$ cat src/rtl/vga_pmod_tx.sv
// ============================================================================
// vga_pmod_tx : 640x480 VGA timing plus test-pattern source for a TinyVGA PMOD
// Rev 1.0     : initial release
// ============================================================================
`default_nettype none

module vga_pmod_tx #(
  parameter int H_ACTIVE = 640,
  parameter int H_FP     = 16,
  parameter int H_SYNC   = 96,
  parameter int H_BP     = 48,
  parameter int V_ACTIVE = 480,
  parameter int V_FP     = 10,
  parameter int V_SYNC   = 2,
  parameter int V_BP     = 33
) (
  input  logic       clk,
  input  logic       rst_n,
  input  logic       ena,
  input  logic [1:0] pattern_sel,
  output logic [7:0] pmod_out,
  output logic [9:0] pix_x,
  output logic [9:0] pix_y,
  output logic       video_active,
  output logic       frame_start
);

  localparam logic [9:0] c_h_active   = 10'(H_ACTIVE);
  localparam logic [9:0] c_h_max      = 10'(H_ACTIVE + H_FP + H_SYNC + H_BP - 1);
  localparam logic [9:0] c_hs_first   = 10'(H_ACTIVE + H_FP);
  localparam logic [9:0] c_hs_last    = 10'(H_ACTIVE + H_FP + H_SYNC - 1);
  localparam logic [9:0] c_v_active   = 10'(V_ACTIVE);
  localparam logic [9:0] c_v_max      = 10'(V_ACTIVE + V_FP + V_SYNC + V_BP - 1);
  localparam logic [9:0] c_vs_first   = 10'(V_ACTIVE + V_FP);
  localparam logic [9:0] c_vs_last    = 10'(V_ACTIVE + V_FP + V_SYNC - 1);
  localparam int         c_bar_w      = H_ACTIVE / 8;
  localparam logic [7:0] c_pmod_blank = 8'h88;

  logic [9:0] x_q, y_q;
  logic [7:0] fcnt_q;
  logic [1:0] pat_q;
  logic [7:0] pmod_q;
  logic       fs_q;

  logic       w_x_last, w_y_last, w_frame_wrap, w_origin, w_active;
  logic       w_hsync, w_vsync, w_chk;
  logic [9:0] w_x_d, w_y_d;
  logic [1:0] w_pat;
  logic [2:0] w_bar;
  logic [5:0] w_grad;
  logic [1:0] w_r, w_g, w_b;
  logic [7:0] w_pmod_d;

  always_comb begin
    w_x_last     = (x_q == c_h_max);
    w_y_last     = (y_q == c_v_max);
    w_frame_wrap = w_x_last && w_y_last;
    w_origin     = (x_q == 10'd0) && (y_q == 10'd0);
    w_x_d        = w_x_last ? 10'd0 : x_q + 10'd1;
    if (w_x_last) begin
      w_y_d = w_y_last ? 10'd0 : y_q + 10'd1;
    end else begin
      w_y_d = y_q;
    end
    w_active = (x_q < c_h_active) && (y_q < c_v_active);
    w_hsync  = !((x_q >= c_hs_first) && (x_q <= c_hs_last));
    w_vsync  = !((y_q >= c_vs_first) && (y_q <= c_vs_last));
  end

  // The origin pixel must already use the pattern being latched on this edge.
  assign w_pat = w_origin ? pattern_sel : pat_q;

  always_comb begin
    w_bar = 3'd0;
    for (int k = 1; k < 8; k++) begin
      if (x_q >= 10'(k * c_bar_w)) begin
        w_bar = 3'(k);
      end
    end
  end

  assign w_chk  = x_q[5] ^ y_q[5] ^ fcnt_q[5];
  assign w_grad = x_q[7:2] + fcnt_q[5:0];

  always_comb begin
    w_r = 2'b00;
    w_g = 2'b00;
    w_b = 2'b00;
    case (w_pat)
      2'd1: begin
        w_r = {2{w_bar[0]}};
        w_g = {2{w_bar[1]}};
        w_b = {2{w_bar[2]}};
      end
      2'd2: begin
        w_r = {2{w_chk}};
        w_g = {2{w_chk}};
        w_b = {2{w_chk}};
      end
      2'd3: begin
        w_r = w_grad[5:4];
        w_g = w_grad[3:2];
        w_b = w_grad[1:0];
      end
      default: ;
    endcase
    if (!w_active) begin
      w_r = 2'b00;
      w_g = 2'b00;
      w_b = 2'b00;
    end
    w_pmod_d = {w_hsync, w_b[0], w_g[0], w_r[0], w_vsync, w_b[1], w_g[1], w_r[1]};
  end

  always_ff @(posedge clk) begin
    if (!rst_n) begin
      x_q    <= 10'd0;
      y_q    <= 10'd0;
      fcnt_q <= 8'd0;
      pat_q  <= 2'd0;
      pmod_q <= c_pmod_blank;
      fs_q   <= 1'b0;
    end else if (ena) begin
      x_q    <= w_x_d;
      y_q    <= w_y_d;
      if (w_frame_wrap) begin
        fcnt_q <= fcnt_q + 8'd1;
      end
      if (w_origin) begin
        pat_q <= pattern_sel;
      end
      pmod_q <= w_pmod_d;
      fs_q   <= w_origin;
    end
  end

  assign pmod_out     = pmod_q;
  assign frame_start  = fs_q;
  assign pix_x        = x_q;
  assign pix_y        = y_q;
  assign video_active = w_active;

endmodule

`default_nettype wire

$ cat config.mk
export PLATFORM = sky130hd
export DESIGN_NAME = vga_pmod_tx
export DESIGN_NICKNAME = d
export VERILOG_FILES = /design/src/rtl/vga_pmod_tx.sv
export SDC_FILE = /design/constraint.sdc
export NUM_CORES = 1
export LEC_CHECK = 0
export ABC_AREA = 0
export BUFFER_PORTS_ARGS = -buffer_cell sky130_fd_sc_hd__buf_2
export CAP_MARGIN = 20
export CORE_UTILIZATION = 25
export DETAILED_ROUTE_END_ITERATION = 8
export HOLD_SLACK_MARGIN = 0.06
export PLACE_DENSITY = 0.51
export SYNTH_ARGS = -nofsm -noshare
export SYNTH_HDL_FRONTEND = slang
export SYNTH_SLANG_ARGS = --single-unit
$ cat constraint.sdc
create_clock -name clk -period 3.5 [get_ports clk]
set_input_delay 0.35 -clock clk [delete_from_list [all_inputs] [get_ports clk]]
set_output_delay 0.35 -clock clk [all_outputs]
set_load 0.1 [all_outputs]
==> impl_metrics.csv <==
group,metric,value,unit
timing,slew_headroom,57.7,%
timing,slew_viol_final,0,
pwr,p_comb_share,12.2,%
setup_path,cp-start-kind,"flop",
synth,yosys_register_bits,37,
clocking,postCtsHoldBufs,0,
global_route,grt_max_degree,25,
synth,synth.largest_area_cell,"dfxtp_1",
route,first_pass_iters,7,
die,fp.dieH,98.3,um
timing,fmax,0.418,GHz
clocking,cts_resized,0,
pwr,cellLeakagePower,0.00108,uW
global_route,antenna_found_initial,0,
clocking,htreeDepth,2,
route,via_count,1990,
synth,ys.flop_type,"dfxtp_1",
route,wirelength,5630,um
pwr,p_int,614,uW
synth,synth_nets,283,
route,drc,4,
clocking,numCtsBuffers,5,
clocking,clkSinkCount,37,
placement,dp_hpwl,4170,um
pwr,p_sw_share,27.4,%
die,io_pins,35,
pwr,p_total,845,uW
synth,synth_top_cell_area_share,31.9,%
synth,synth_cells,267,
worst_hold_path,min_path_type,"in2reg",
timing,fin_skew,0.00612,ns
synth,synth.avg_cell_area,8.69,um2
setup_path,crit_path_end_kind,"flop",
pwr,ir_drop,0.120,mV
layout,final_nets,312,
timing,setup_viol,0,
clocking,clk_path_buf_depth,2,
die,die_w,98.3,um
clocking,root_buffer,"clkbuf_8",
layout,final_common_cell,"dfxtp_1",
timing,post-route-period-util,68.3,%
pwr,power_switching,231,uW
layout,final_cell_mix,"dfxtp_1 (37), buf_2 (34), nor2_1 (22)",
synth,async_flop_share,0,%
pwr,seq_power_share,51.4,%
layout,diodes,0,
die,rows,34,
layout,area_delta_synth_final,14.4,%
placement,port_buffers,34,
run_status,violations,"DRC",
route,wl_per_cell,13.9,um
timing,fin_tns_setup,0,ns
die,dieArea,9670,um2
timing,worst_pin_slew,0.633,ns
synth,yosysWarnings,0,
timing,finalCriticalPeriod,2.39,ns
pwr,power_density,318,nW/um2
timing,finalHoldViolCount,0,
clocking,cts_setup_buffers,0,
synth,syn_area,2320,um2
setup_path,crit_fanout,14,
global_route,grt_use_total,12.7,%
setup_path,setup.worst_path.class,"reg2reg",
layout,instances_no_fill,404,
global_route,grt_overflow,0,
route,avgViaCountPerCell,4.93,
pwr,clkPwrFrac,36.4,%
timing,hold_ws,0.408,ns
synth,synth_edf_count,0,
global_route,grt_first_pass_wirelength,9810,um
synth,ys_seq_area_share,31.9,%
synth,synth_area_leaders,"dfxtp_1 (32%), ha_1 (5.4%), xnor2_1 (5.3%), xor2_1 (4.9%), nor2_1 (3.6%)",
timing,rsz0062_at_grt,"false",
clocking,path_clk_slew,0.07,ns
route,ant_nets,0,
synth,synth_cell_types,54,
placement,globalplace.congestion,0.765,
clocking,cts_tree,"done",
route,drt_iter0_drc,102,
setup_path,crit_arrival,2.63,ns
run_status,status,"finished, violations left",
layout,layout-drive-gt1-share,17.9,%
global_route,grt_pass1_vias,1969,
die,fp.coreArea,8850,um2
die,start_util,26.2,%
clocking,insertion_delay,0.29,ns
job,drv_cap,0,
setup_path,required,3.73,ns
placement,dp.cells,397,
## sequential cells by signal, indices dropped and copies added (netlist names)
| name | count |
|---|---|
| pix_x | 10 |
| pix_y | 10 |
| pmod_out | 8 |
| fcnt_q | 6 |
| pat_q | 2 |
| frame_start | 1 |
## Yosys cell counts, drive strengths merged (2+ instances only)
library cell  number
xor2              13
nand2             20
a21boi             3
and4               3
o31a               4
and3               4
o221a              2
ha                10
mux2               2
or3                4
nor3b              3
nor4               2
a21oi             14
buf                7
a211oi             4
clkbuf             5
inv               11
o21ai             13
nor3               5
nand4             14
and2               7
xnor2             14
and3b              2
dfxtp             37
nor2              23
nand3b             5
a31oi              2
nand2b             4
nor2b             10
mux2i              6
nand3              3
o211ai             2
## logic make-up after synthesis
| group | Yosys count | share of synthesized area (%) |
|---|---|---|
| AOI/OAI and AO/OA | 51 | 15.0 |
| xor gates and xnor gates | 27 | 10.2 |
| adders and majority gates | 11 | 6.26 |
| buffers and inverters | 23 | 4.26 |
| DFF | 37 | 31.9 |
| muxes | 8 | 3.72 |
| and+or+nand+nor | 110 | 28.6 |
## power by group through the flow
stage | combinational [uW] | sequential [uW] | clock, uW
6_report | 103 | 434 | 307
3_3_place_gp | 104 | 444 | 0
2_1_floorplan | 58.3 | 468 | 0
5_1_grt | 114 | 436 | 339
4_1_cts | 105 | 434 | 321
3_5_place_dp | 104 | 444 | 0
## per-layer routing
layer	wire length (um)	part of all wire, %	global-route usage, %
met1	2840	50	17.3
met2	2470	44	19.8
met3	229	4.1	2.58
met4	91	1.6	4.48
met5	0	0	0
## critical path: stages, from the launching register on
cell,delay [ns]
dfxtp_1,0.49
nor3_1,0.43
nand4_2,0.23
nor2_8,0.24
mux2_4,0.35
a2111oi_2,0.41
o31a_1,0.18
## path summary, 6_finish.rpt
| path | slack, ns | endpoint | cells past startpoint | from |
|---|---|---|---|---|
| setup reg to reg | 1.11 | pmod_out[1]$_SDFFE_PN0P_ | 6 | pix_x[6]$_SDFFE_PN0P_ |
| hold reg to reg | 0.48 | frame_start$_SDFFE_PN0P_ | 2 | frame_start$_SDFFE_PN0P_ |
| setup / recovery | 1.11 | pmod_out[1]$_SDFFE_PN0P_ | 6 | pix_x[6]$_SDFFE_PN0P_ |
| hold / removal | 0.41 | pat_q[0]$_SDFFE_PN0P_ | 3 | pattern_sel[0] |
## per-stage QoR
stage | setup slack (ns) | utilization [%] | cell area (um2)
after floorplan | 0.728 | - | 2320
after global placement | 1.17 | 29.0 | 2570
after detailed placement | 1.14 | 29.0 | 2570
after CTS | 1.10 | 30.0 | 2650
after global routing | 0.862 | 30.0 | 2650
final | 1.11 | 30.0 | 2650
## final cells by class
cell class | count | area, um2
Clock buffer | 7 | 86.3
Tap cell | 108 | 135
Fill cell | 964 | 6190
Timing Repair Buffer | 34 | 170
Multi-Input combinational cell | 207 | 1480
Sequential cell | 37 | 741
Inverter | 11 | 41.3
Power figures use the tool's default switching activity.
